==> src/rtl/spi_seq.sv <==
// spi_seq: runs one SPI transaction on the spi_if bus port. It sends the settings word,
// streams framed TX bytes into the write FIFO and drains received bytes to a ready/valid port.
module spi_seq #(
    parameter int CNT_W      = 8,
    parameter int POLL_LIMIT = 1023
) (
    input  logic             clk,
    input  logic             rst,
    input  logic             req_valid,
    output logic             req_ready,
    input  logic [10:0]      req_cfg,
    input  logic [CNT_W-1:0] req_len,
    input  logic             req_rx,
    input  logic [7:0]       tx_data,
    input  logic             tx_valid,
    output logic             tx_ready,
    output logic [7:0]       rx_data,
    output logic             rx_valid,
    input  logic             rx_ready,
    output logic             done,
    output logic             done_short,
    output logic             busy,
    output logic [10:0]      sif_din,
    output logic             sif_cmd,
    output logic             sif_wr,
    output logic             sif_rd,
    input  logic [8:0]       sif_dout,
    input  logic             sif_ack
);
    localparam int PW = $clog2(POLL_LIMIT + 1);
    localparam logic [PW-1:0] POLL_MAX = PW'(POLL_LIMIT);

    localparam logic [3:0] S_IDLE  = 4'd0;
    localparam logic [3:0] S_CFG   = 4'd1;
    localparam logic [3:0] S_CFG_W = 4'd2;
    localparam logic [3:0] S_WR    = 4'd3;
    localparam logic [3:0] S_WR_W  = 4'd4;
    localparam logic [3:0] S_RD    = 4'd5;
    localparam logic [3:0] S_RD_W  = 4'd6;
    localparam logic [3:0] S_DRAIN = 4'd7;
    localparam logic [3:0] S_DONE  = 4'd8;

    logic [3:0]       state_q, state_d;
    logic [10:0]      cfg_q, cfg_d;
    logic [CNT_W-1:0] len_q, len_d;
    logic             rx_q, rx_d;
    logic [CNT_W:0]   wr_cnt_q, wr_cnt_d;
    logic [CNT_W:0]   rx_cnt_q, rx_cnt_d;
    logic [PW-1:0]    poll_cnt_q, poll_cnt_d;
    logic [7:0]       rx_data_q, rx_data_d;
    logic             rx_valid_q, rx_valid_d;
    logic             done_short_q, done_short_d;

    logic [CNT_W:0]   len_ext_s, len_p1_s;
    logic             wr_first_s, wr_last_s, drain_s;
    logic             cmd_s, wr_s, rd_s, tx_ready_s;
    logic [10:0]      din_s;

    // Counters are one bit wider than len so a full 2^CNT_W byte transfer does not wrap.
    assign len_ext_s  = {1'b0, len_q};
    assign len_p1_s   = len_ext_s + (CNT_W+1)'(1);
    assign wr_first_s = (wr_cnt_q == (CNT_W+1)'(0));
    assign wr_last_s  = (wr_cnt_q == len_ext_s);
    assign drain_s    = (wr_cnt_q == len_p1_s);

    // Next-state, strobe and datapath decode.
    always_comb begin
        state_d      = state_q;
        cfg_d        = cfg_q;
        len_d        = len_q;
        rx_d         = rx_q;
        wr_cnt_d     = wr_cnt_q;
        rx_cnt_d     = rx_cnt_q;
        poll_cnt_d   = poll_cnt_q;
        rx_data_d    = rx_data_q;
        done_short_d = done_short_q;
        cmd_s        = 1'b0;
        wr_s         = 1'b0;
        rd_s         = 1'b0;
        tx_ready_s   = 1'b0;
        din_s        = 11'd0;
        if (rx_valid_q && rx_ready) begin
            rx_valid_d = 1'b0;
        end else begin
            rx_valid_d = rx_valid_q;
        end
        case (state_q)
            S_IDLE: begin
                if (req_valid) begin
                    cfg_d      = req_cfg;
                    len_d      = req_len;
                    rx_d       = req_rx;
                    wr_cnt_d   = (CNT_W+1)'(0);
                    rx_cnt_d   = (CNT_W+1)'(0);
                    poll_cnt_d = PW'(0);
                    state_d    = S_CFG;
                end else begin
                    state_d = S_IDLE;
                end
            end
            S_CFG: begin
                cmd_s   = 1'b1;
                din_s   = cfg_q;
                state_d = S_CFG_W;
            end
            S_CFG_W: begin
                if (sif_ack) begin
                    state_d = S_WR;
                end else begin
                    state_d = S_CFG_W;
                end
            end
            S_WR: begin
                if (tx_valid) begin
                    wr_s    = 1'b1;
                    din_s   = {rx_q, wr_last_s, wr_first_s, tx_data};
                    state_d = S_WR_W;
                end else begin
                    state_d = S_WR;
                end
            end
            S_WR_W: begin
                // A missing ack means the write FIFO was full: the same byte is sent again.
                if (sif_ack) begin
                    tx_ready_s = 1'b1;
                    wr_cnt_d   = wr_cnt_q + (CNT_W+1)'(1);
                    if (rx_q && (rx_cnt_q <= len_ext_s) && !rx_valid_q) begin
                        state_d = S_RD;
                    end else if (!wr_last_s) begin
                        state_d = S_WR;
                    end else begin
                        state_d = S_DRAIN;
                    end
                end else begin
                    state_d = S_WR;
                end
            end
            S_RD: begin
                rd_s = 1'b1;
                if (!sif_dout[8]) begin
                    rx_data_d  = sif_dout[7:0];
                    rx_valid_d = 1'b1;
                    rx_cnt_d   = rx_cnt_q + (CNT_W+1)'(1);
                    poll_cnt_d = PW'(0);
                end else if (drain_s) begin
                    poll_cnt_d = poll_cnt_q + PW'(1);
                end else begin
                    poll_cnt_d = poll_cnt_q;
                end
                state_d = S_RD_W;
            end
            S_RD_W: begin
                if (drain_s) begin
                    state_d = S_DRAIN;
                end else begin
                    state_d = S_WR;
                end
            end
            S_DRAIN: begin
                // The final byte may never reach the read FIFO, so polling is bounded.
                if (!rx_q || (rx_cnt_q == len_p1_s)) begin
                    state_d = S_DONE;
                end else if (poll_cnt_q == POLL_MAX) begin
                    done_short_d = 1'b1;
                    state_d      = S_DONE;
                end else if (!rx_valid_q) begin
                    state_d = S_RD;
                end else begin
                    state_d = S_DRAIN;
                end
            end
            S_DONE: begin
                done_short_d = 1'b0;
                state_d      = S_IDLE;
            end
            default: begin
                state_d = S_IDLE;
            end
        endcase
    end

    // State and datapath registers with synchronous reset.
    always_ff @(posedge clk) begin
        if (rst) begin
            state_q      <= S_IDLE;
            cfg_q        <= 11'd0;
            len_q        <= '0;
            rx_q         <= 1'b0;
            wr_cnt_q     <= '0;
            rx_cnt_q     <= '0;
            poll_cnt_q   <= '0;
            rx_data_q    <= 8'd0;
            rx_valid_q   <= 1'b0;
            done_short_q <= 1'b0;
        end else begin
            state_q      <= state_d;
            cfg_q        <= cfg_d;
            len_q        <= len_d;
            rx_q         <= rx_d;
            wr_cnt_q     <= wr_cnt_d;
            rx_cnt_q     <= rx_cnt_d;
            poll_cnt_q   <= poll_cnt_d;
            rx_data_q    <= rx_data_d;
            rx_valid_q   <= rx_valid_d;
            done_short_q <= done_short_d;
        end
    end

    assign req_ready  = (state_q == S_IDLE);
    assign busy       = (state_q != S_IDLE);
    assign done       = (state_q == S_DONE);
    assign done_short = done_short_q;
    assign rx_data    = rx_data_q;
    assign rx_valid   = rx_valid_q;
    assign sif_din    = din_s;
    assign sif_cmd    = cmd_s & ~rst;
    assign sif_wr     = wr_s & ~rst;
    assign sif_rd     = rd_s & ~rst;
    assign tx_ready   = tx_ready_s & ~rst;
endmodule

==> config.mk <==
export PLATFORM = sky130hd
export DESIGN_NAME = spi_seq
export DESIGN_NICKNAME = d
export VERILOG_FILES = /design/src/rtl/spi_seq.sv
export SDC_FILE = /design/constraint.sdc
export NUM_CORES = 1
export LEC_CHECK = 0
export BUFFER_PORTS_ARGS = -buffer_cell sky130_fd_sc_hd__buf_2
export CAP_MARGIN = 20
export CORE_MARGIN = 8
export CORE_UTILIZATION = 35
export DETAILED_ROUTE_END_ITERATION = 10
export GPL_ROUTABILITY_DRIVEN = 0
export GPL_TIMING_DRIVEN = 0
export PLACE_DENSITY_LB_ADDON = 0.2
export SKIP_CTS_REPAIR_TIMING = 1
export SLEW_MARGIN = 20
export SYNTH_ARGS = -nofsm -noshare
export SYNTH_HDL_FRONTEND = slang
export SYNTH_SLANG_ARGS = --single-unit
export TNS_END_PERCENT = 20
==> constraint.sdc <==
create_clock -name clk -period 5.7 [get_ports clk]
set_input_delay 1.71 -clock clk [delete_from_list [all_inputs] [get_ports clk]]
set_output_delay 1.71 -clock clk [all_outputs]
set_load 0.05 [all_outputs]
After elaboration in Yosys (flattened, before gate mapping)
Index checks and enable logic that the tools add are counted.

word-level totals
  register bits = 62
  bits in latches = 0
  RAM bits = 0
  ROM bits = 0
  input port bits = 43
  output and inout bits = 28
  word-level logic and storage cells = 91
  memories = 0

cells by class
  $add $sub $neg = 4
  multipliers = 0
  divide/modulo/power cells = 0
  $lt $le $gt $ge = 1
  equality and inequality tests = 18
  shift operators = 0
  multiplexer cells = 34
  bitwise gates (word level) = 6
  reductions and logical operators = 18

operator list
  cell                     number
  $pmux W9 S2              2
  $pmux W4 S8              1
  $mux W10                 3
  $mux W9                  3
  $pmux W11 S2             1
  $pmux W10 S2             1
  $add A9 B1 Y9 const B    2
  $eq A9 B9 Y1             2
  $eq A4 B3 Y1 const B     4
  $mux W1                  13
  $mux W3                  4
  $mux W4                  3
  $reduce_and A3 Y1        4
  $mux W11                 1
  $add A10 B1 Y10 const B  1
  $eq A10 B10 Y1 const B   1
  $ne A2 B2 Y1 const B     5
  $add A8 B1 Y9 const B    1
  $eq A9 B8 Y1             1
  $le A9 B8 Y1             1
  $logic_not A9 Y1         1
  $eq A4 B2 Y1 const B     2
  $reduce_bool A2 Y1       3
  $and A1 B1 Y1            4
  12 further kinds         17

Depth between registers and ports, before layout
Gate-level depths: netlist of the first run.

  depth after elaboration = 6
  depth in mapped cells = 10
  depth with buffers taken out = 9

Least setup slack after synthesis of the first run
Ideal clock, no wire load.

  kind = input to output
  start point = in rst
  end point = out sif_wr
  arrival = 3.149 ns
  data required time = 3.990 ns
  slack = 0.841 ns
  stages on the path = 3
  buffers on the path = 2
  cell sequence = buf_2 > clkbuf_1 > nor3_1

between the ends
  word-level cells in the longest chain between the ends = 2

ends and longest elaborated chain
  what           line  source
  from (decl)    8     input logic rst,
  $not A1 Y1     217   assign sif_wr = wr_s & ~rst;
  $and A1 B1 Y1  217
  to (decl)      25    output logic sif_wr,

Every way passes these cells.

Worst setup path after layout of the first run
  start point = in rst
  end point = out tx_ready

between the ends
  word-level cells in the longest chain between the ends = 2

ends and longest elaborated chain
  what           line  source
  $not A1 Y1     219   assign tx_ready = tx_ready_s & ~rst;
  $and A1 B1 Y1  219
  to (decl)      16    output logic tx_ready,

Every way passes these cells.

==> results of run 1 <==
-- Yosys cell counts (5+ instances only) --
| cell type | count | area share (%) |
|---|---|---|
| sky130_fd_sc_hd__nor2_1 | 32 | 3.2 |
| sky130_fd_sc_hd__nor2b_1 | 11 | 1.8 |
| sky130_fd_sc_hd__or3_1 | 9 | 1.5 |
| sky130_fd_sc_hd__o21ai_0 | 16 | 2.1 |
| sky130_fd_sc_hd__nand3_1 | 21 | 2.8 |
| sky130_fd_sc_hd__clkbuf_1 | 15 | 1.5 |
| sky130_fd_sc_hd__dfxtp_1 | 62 | 33 |
| sky130_fd_sc_hd__nor4_1 | 6 | 0.99 |
| sky130_fd_sc_hd__xnor2_1 | 18 | 4.1 |
| sky130_fd_sc_hd__xor2_1 | 12 | 2.8 |
| sky130_fd_sc_hd__ha_1 | 13 | 4.3 |
| sky130_fd_sc_hd__a21oi_1 | 54 | 7.1 |
| sky130_fd_sc_hd__and3_1 | 8 | 1.3 |
| sky130_fd_sc_hd__nand4_1 | 14 | 2.3 |
| sky130_fd_sc_hd__buf_6 | 6 | 1.8 |
| sky130_fd_sc_hd__nand2b_1 | 12 | 2.0 |
| sky130_fd_sc_hd__nor3_1 | 8 | 1.1 |
| sky130_fd_sc_hd__o211ai_1 | 5 | 0.99 |
| sky130_fd_sc_hd__inv_1 | 21 | 2.1 |
| sky130_fd_sc_hd__nand2_1 | 79 | 7.8 |
-- path summary, 6_finish.rpt --
path | start | endpoint | cells past startpoint
max reg2reg | len_q[0]$_SDFFE_PP0P_ | state_q[2]$_SDFF_PP0_ | 8
max | rst | tx_ready | 5
min | rx_data[4]$_SDFFE_PP0P_ | rx_data[4]$_SDFFE_PP0P_ | 2
min reg2reg | rx_data[4]$_SDFFE_PP0P_ | rx_data[4]$_SDFFE_PP0P_ | 2
-- placed cells by master (no fill, tap or decap), types with 4 or more instances in the layout --
master | Yosys | layout
sky130_fd_sc_hd__and3_1 | 8 | 8
sky130_fd_sc_hd__nand2_1 | 79 | 79
sky130_fd_sc_hd__ha_1 | 13 | 13
sky130_fd_sc_hd__buf_6 | 6 | 6
sky130_fd_sc_hd__inv_1 | 21 | 21
sky130_fd_sc_hd__nand4_1 | 14 | 14
sky130_fd_sc_hd__o21ai_0 | 16 | 16
sky130_fd_sc_hd__nor2b_1 | 11 | 11
sky130_fd_sc_hd__nor4_1 | 6 | 6
sky130_fd_sc_hd__nand3b_1 | 4 | 4
sky130_fd_sc_hd__clkbuf_8 | 0 | 9
sky130_fd_sc_hd__nor3_1 | 8 | 8
sky130_fd_sc_hd__or3_1 | 9 | 9
sky130_fd_sc_hd__dfxtp_1 | 62 | 62
sky130_fd_sc_hd__nand2b_1 | 12 | 12
sky130_fd_sc_hd__xnor2_1 | 18 | 18
sky130_fd_sc_hd__o211ai_1 | 5 | 5
sky130_fd_sc_hd__or2_2 | 4 | 4
sky130_fd_sc_hd__a21oi_1 | 54 | 54
sky130_fd_sc_hd__nand3_1 | 21 | 21
sky130_fd_sc_hd__nor2_1 | 32 | 32
sky130_fd_sc_hd__clkbuf_1 | 15 | 16
sky130_fd_sc_hd__and2_1 | 4 | 4
sky130_fd_sc_hd__xor2_1 | 12 | 12
sky130_fd_sc_hd__a31oi_1 | 4 | 4
sky130_fd_sc_hd__buf_2 | 3 | 73
-- tightest hold or removal path, delay by kind of cell (launching register included) --
kind,cells,cell delay (ps)
AO/OA/AOI/OAI,1,50
flip-flops,1,310
AND/OR/NAND/NOR,1,50
-- state kept, by name, summed over array words and instances (netlist names) --
register / cells
rx_data: 8
state_q: 4
rx_cnt_q: 9
rx_valid: 1
rx_q: 1
cfg_q: 11
len_q: 8
wr_cnt_q: 9
poll_cnt_q: 10
done_short: 1
-- routing by layer --
layer | global-route usage (%) | up-vias
met4 | 8.51 | 0
li1 | - | 1874
met1 | 19.2 | 1709
met2 | 24.4 | 90
met3 | 3.40 | 25
met5 | 0 | -
-- power by group --
group	switching (mW)	internal, mW	total, mW
registers	0.00850	0.446	0.454
clock network	0.184	0.242	0.425
logic	0.130	0.0725	0.203
total	0.322	0.760	1.08
-- cells by family after synthesis --
| kind of cell | share of synthesized area (%) |
|---|---|
| AND/OR/NAND/NOR | 32.0 |
| AO/OA/AOI/OAI | 16.9 |
| flip-flops | 32.6 |
| buffers and inverters | 6.80 |
| XOR/XNOR | 6.89 |
| adder cells (fa/ha/maj) | 4.27 |
| multiplexers | 0.558 |
-- metrics by stage --
step           cells  utilization [%]
4_1_cts          717             42.2
2_1_floorplan    492                -
3_5_place_dp     702             40.4
5_1_grt          717             42.2
6_report         717             42.2
3_3_place_gp     702             40.4
-- cell type report --
class                           count  area (um^2)  share of cell area [%]
Multi-Input combinational cell    379         2310                    50.9
Sequential cell                    62         1240                    27.3
Timing Repair Buffer               70          350                    7.72
Buffer                             30          180                    3.97
Tap cell                          140          175                    3.86
Clock buffer                       10          128                    2.81
Inverter                           21         78.8                    1.74
Clock inverter                      5         75.1                    1.65
==> insert_results.sql, run 1 <==
INSERT INTO impl_metrics (metric_group, metric, value, unit) VALUES
('pwr', 'post-layout-total-power', '1.08', 'mW'),
('timing', 'timing.setup.tns', '0', 'ps'),
('critical_path', 'critPathSlowestCell', 'sky130_fd_sc_hd__clkbuf_1', ''),
('die', 'die_w', '120', 'um'),
('die', 'core_region_area', '10700', 'um^2'),
('routing', 'drtPass1Iterations', '4', ''),
('cts', 'number_of_buffers_created_by_cts', '9', ''),
('cts', 'cts_root_buffer', 'sky130_fd_sc_hd__clkbuf_8', ''),
('routing', 'detailroute.wirelength.met2', '4780', 'um'),
('pwr', 'total_leakage_power', '1.76', 'nW'),
('cts', 'largest_buffer_count_on_any_clock_path', '2', ''),
('place', 'post-dp-hpwl', '8270', 'um'),
('final_layout', 'fill_cell_instance_count_of_the_final_layout', '1167', ''),
('timing', 'max_clock_freq', '0.213', 'GHz'),
('die', 'start_util', '35.5', '%'),
('timing', 'setup_viol_count_final', '0', ''),
('timing', 'timing.final.ws_setup', '1010', 'ps'),
('critical_path', 'reg_to_reg_slack_setup', '2960', 'ps'),
('logic_synthesis', 'postSynth.asyncResetShare', '0', '%'),
('global_route', 'grt_util_all_layers', '15.5', '%'),
('global_route', 'grt_pass1_wl', '18100', 'um'),
('timing', 'fin_hold_ws', '450', 'ps'),
('cts', 'worstSkewPairLatency', '350', 'ps'),
('global_route', 'global_route_congestion_overflow_total', '0', ''),
('critical_path', 'cpMostUsedCell', 'sky130_fd_sc_hd__buf_2', ''),
('final_layout', 'share_of_layout_cells_above_drive_strength_1', '20.3', '%'),
('place', 'placement.io_buffers', '70', ''),
('logic_synthesis', 'number_of_flops_mapped_to_enable_cells_by_yosys', '0', ''),
('routing', 'post-route-drc-count', '0', ''),
('timing', 'post-route-min-period', '4690', 'ps'),
('timing', 'slew_violations', '0', ''),
('critical_path', 'arrival', '2980', 'ps'),
('logic_synthesis', 'netlist-cell-type-count', '62', ''),
('routing', 'wl_per_cell', '15.1', 'um'),
('pwr', 'vdd.ir_drop.worst', '0.117', 'mV'),
('critical_path', 'worst_path_dominant_cell_family', 'buffers and inverters', ''),
('timing', 'tightestPinTransition', '693', 'ps'),
('die', 'die_area', '14500', 'um^2'),
('logic_synthesis', 'post_synthesis_average_cell_area', '7.75', 'um^2'),
('place', 'placed_area', '4340', 'um^2'),
('die', 'io_pins', '71', ''),
('timing', 'fin_crit_sh', '82.3', '%'),
('timing', 'clock-skew-final', '10.7', 'ps'),
('routing', 'dr_total_vias', '3698', ''),
('cts', 'htreeDepth', '3', ''),
('logic_synthesis', 'synth-seq-area-share', '32.6', '%'),
('logic_synthesis', 'syn_inst', '492', ''),
('timing', 'unrepaired_setup_endpoints_after_global_routing', 'no', ''),
('global_route', 'vias_in_the_first_global_route', '3738', ''),
('critical_path', 'timing_worst_setup_path_type', 'in2out', ''),
('cts', 'cts.clk_slew.worst_paths', '70', 'ps'),
('outcome', 'outcome', 'finished clean', ''),
('critical_path', 'path_buf_inv', '4', ''),
('routing', 'top_layer', 'met4', ''),
('pwr', 'cellPowerDensity', '238', 'nW/um^2'),
('final_layout', 'postLayoutCellArea', '4540', 'um^2'),
('die', 'placementRows', '38', ''),
('routing', 'wl_met1', '5240', 'um'),
('logic_synthesis', 'synth-main-ff-cell', 'sky130_fd_sc_hd__dfxtp_1', ''),
('global_route', 'largest_net_degree_at_the_start_of_global_routing', '11', ''),
('critical_path', 'crit_path_max_incr_delay', '530', 'ps'),
('flow_run', 'max_cap_violations', '0', ''),
('routing', 'vias_per_cell', '5.16', ''),
('timing', 'report.final.hold_viol_count', '0', ''),
('logic_synthesis', 'syn-num-nets', '548', ''),
('critical_path', 'critical_path.endpoint_type', 'output port', ''),
('routing', 'wl_met3', '451', 'um'),
('critical_path', 'worst-path-max-fanout', '10', ''),
('final_layout', 'area_delta_synth_final', '19.1', '%'),
('routing', 'drtIter0Drc', '210', ''),
('global_route', 'antenna_found_initial', '0', '');
No activity file was read; power rests on OpenSTA's default activity.
==> run 2: changes to the inputs <==
==> constraint.sdc (replaced) <==
create_clock -name clk -period 4 [get_ports clk]
set_input_delay 1.2 -clock clk [delete_from_list [all_inputs] [get_ports clk]]
set_output_delay 1.2 -clock clk [all_outputs]
set_load 0.05 [all_outputs]
==> insert_results.sql, run 2 (same netlist as run 1, synthesis figures left out) <==
INSERT INTO impl_metrics (metric_group, metric, value, unit) VALUES
('timing', 'headroom_to_the_max_slew_limit', '53.2', '%'),
('pwr', 'total_leakage_power', '1.74', 'nW'),
('cts', 'clock_sinks', '62', ''),
('global_route', 'grt_util_all_layers', '15.1', '%'),
('die', 'start_util', '35.5', '%'),
('cts', 'largest_buffer_count_on_any_clock_path', '2', ''),
('routing', 'wl_per_cell', '15.0', 'um'),
('routing', 'drtPass1Iterations', '5', ''),
('final_layout', 'antenna-diode-count', '0', ''),
('final_layout', 'layout_commonest_cell', 'sky130_fd_sc_hd__nand2_1', ''),
('critical_path', 'critical_path.endpoint_type', 'output port', ''),
('timing', 'report.final.hold_viol_count', '0', ''),
('critical_path', 'arrival', '2440', 'ps'),
('timing', 'max_clock_freq', '0.274', 'GHz'),
('final_layout', 'nNetsFinal', '629', ''),
('global_route', 'vias_in_the_first_global_route', '3639', ''),
('critical_path', 'timing_worst_setup_path_type', 'in2out', ''),
('pwr', 'vdd.ir_drop.worst', '0.134', 'mV'),
('cts', 'cts_tree', 'yes', ''),
('final_layout', 'highest_count_cells_in_the_layout_ignoring_fill_and_taps', 'sky130_fd_sc_hd__nand2_1, sky130_fd_sc_hd__buf_2, sky130_fd_sc_hd__dfxtp_1', ''),
('place', 'post-dp-hpwl', '8250', 'um'),
('critical_path', 'cpMostUsedCell', 'sky130_fd_sc_hd__buf_2', ''),
('flow_run', 'max_cap_violations', '0', ''),
('global_route', 'grt_pass1_wl', '17900', 'um'),
('die', 'core_region_area', '10700', 'um^2'),
('critical_path', 'timing.critical_path.from_type', 'primary input', ''),
('critical_path', 'timing.critical_path.cells', 'buf_2 > buf_2 > clkbuf_1 > nor2_1 > buf_2', ''),
('critical_path', 'crit_path_max_incr_delay', '530', 'ps'),
('outcome', 'outcome', 'finished clean', ''),
('cts', 'number_of_buffers_created_by_cts', '9', ''),
('final_layout', 'number_of_flip_flops_under_the_largest_register_name', '11', ''),
('final_layout', 'area_delta_synth_final', '18.5', '%'),
('hold_path', 'hold_class', 'reg2reg', ''),
('timing', 'fin_crit_sh', '91.1', '%'),
('place', 'placement.io_buffers', '70', ''),
('critical_path', 'worst-endpoint-required', '2800', 'ps'),
('cts', 'cts.clk_slew.worst_paths', '70', 'ps'),
('timing', 'unrepaired_setup_endpoints_after_global_routing', 'no', ''),
('global_route', 'antenna_found_initial', '0', ''),
('timing', 'slew_violations', '0', ''),
('global_route', 'largest_net_degree_at_the_start_of_global_routing', '13', ''),
('die', 'placementRows', '38', ''),
('routing', 'post-route-drc-count', '0', ''),
('timing', 'post-route-min-period', '3640', 'ps'),
('routing', 'dr_total_vias', '3680', ''),
('timing', 'timing.setup.tns', '0', 'ps'),
('final_layout', 'share_of_layout_cells_above_drive_strength_1', '20.6', '%'),
('routing', 'vias_per_cell', '5.13', ''),
('critical_path', 'critPathSlowestCell', 'sky130_fd_sc_hd__clkbuf_1', ''),
('pwr', 'post-layout-total-power', '1.45', 'mW'),
('final_layout', 'regMostFlops', 'cfg_q', ''),
('die', 'die_w', '120', 'um'),
('final_layout', 'top_regs', 'cfg_q x11, poll_cnt_q x10', ''),
('cts', 'worstSkewPairLatency', '350', 'ps'),
('die', 'io_pins', '71', ''),
('routing', 'ant_nets', '0', ''),
('timing', 'setup_viol_count_final', '0', ''),
('global_route', 'global_route_congestion_overflow_total', '0', ''),
('timing', 'clock-skew-final', '15.3', 'ps'),
('routing', 'drtIter0Drc', '162', ''),
('critical_path', 'worst-path-max-fanout', '10', ''),
('cts', 'htreeDepth', '3', ''),
('die', 'dieHeight', '120', 'um'),
('timing', 'tightestPinTransition', '700', 'ps'),
('pwr', 'cellPowerDensity', '322', 'nW/um^2'),
('cts', 'cts_root_buffer', 'sky130_fd_sc_hd__clkbuf_8', ''),
('die', 'die_area', '14500', 'um^2'),
('routing', 'drt-total-wl', '10800', 'um');
run 2: changes by cell type in the layout (fill, tap and decap cells not counted), sizes merged:
cell and delta:
clkinvlp +1, inv +1, bufinv -2, clkinv +1
run 2: worst paths after layout:
| path | startpoint | endpoint | slack [ps] | cells past startpoint |
|---|---|---|---|---|
| worst min register to register | cfg_q[9]$_SDFFE_PP0P_ | cfg_q[9]$_SDFFE_PP0P_ | 450 | 2 |
| worst max-delay path | rst | tx_ready | 360 | 5 |
| worst max register to register | len_q[0]$_SDFFE_PP0P_ | state_q[2]$_SDFF_PP0_ | 1180 | 8 |
| worst min-delay path | cfg_q[9]$_SDFFE_PP0P_ | cfg_q[9]$_SDFFE_PP0P_ | 450 | 2 |
run 2: critical path: cells and delay by family:
family	cells	cell delay, ps
buffers and inverters	4	1110
AND/OR/NAND/NOR	1	130
run 2: cell type report:
type	instances	area [um^2]
inverter	21	78.8
timing repair buffer	70	350
fill	1167	6230
sequential	62	1240
clock inverter	6	47.5
buffer	30	180
tap	140	175
multi-input combinational	379	2320
clock buffer	10	128
run 2: layer usage:
metal  global-route usage (%)  vias up  part of all wire [%]  routed length, um
met1                     20.3     1703                    49               5320
met4                     4.84        0                   1.1                117
met2                     23.9       89                    45               4860
met5                        0        -                     0                  0
li1                         -     1879                     -                  -
met3                     2.89        9                   4.6                500
run 2: report_power, final:
part | switching, mW | internal, mW | leakage, nW | total [mW]
clock | 0.288 | 0.229 | 0.0868 | 0.517
combinational | 0.186 | 0.104 | 1.15 | 0.291
sequential | 0.0120 | 0.635 | 0.503 | 0.647
run 2: per-stage QoR:
step	cells	hold WS (ps)	util (%)	setup WS, ps	area [um^2]
after floorplan	492	432	-	161	3820
after global placement	702	439	40.4	330	4340
after detailed placement	702	443	40.4	364	4340
after CTS	718	454	42.0	356	4520
after global routing	718	471	42.0	268	4520
final	718	455	42.0	355	4520
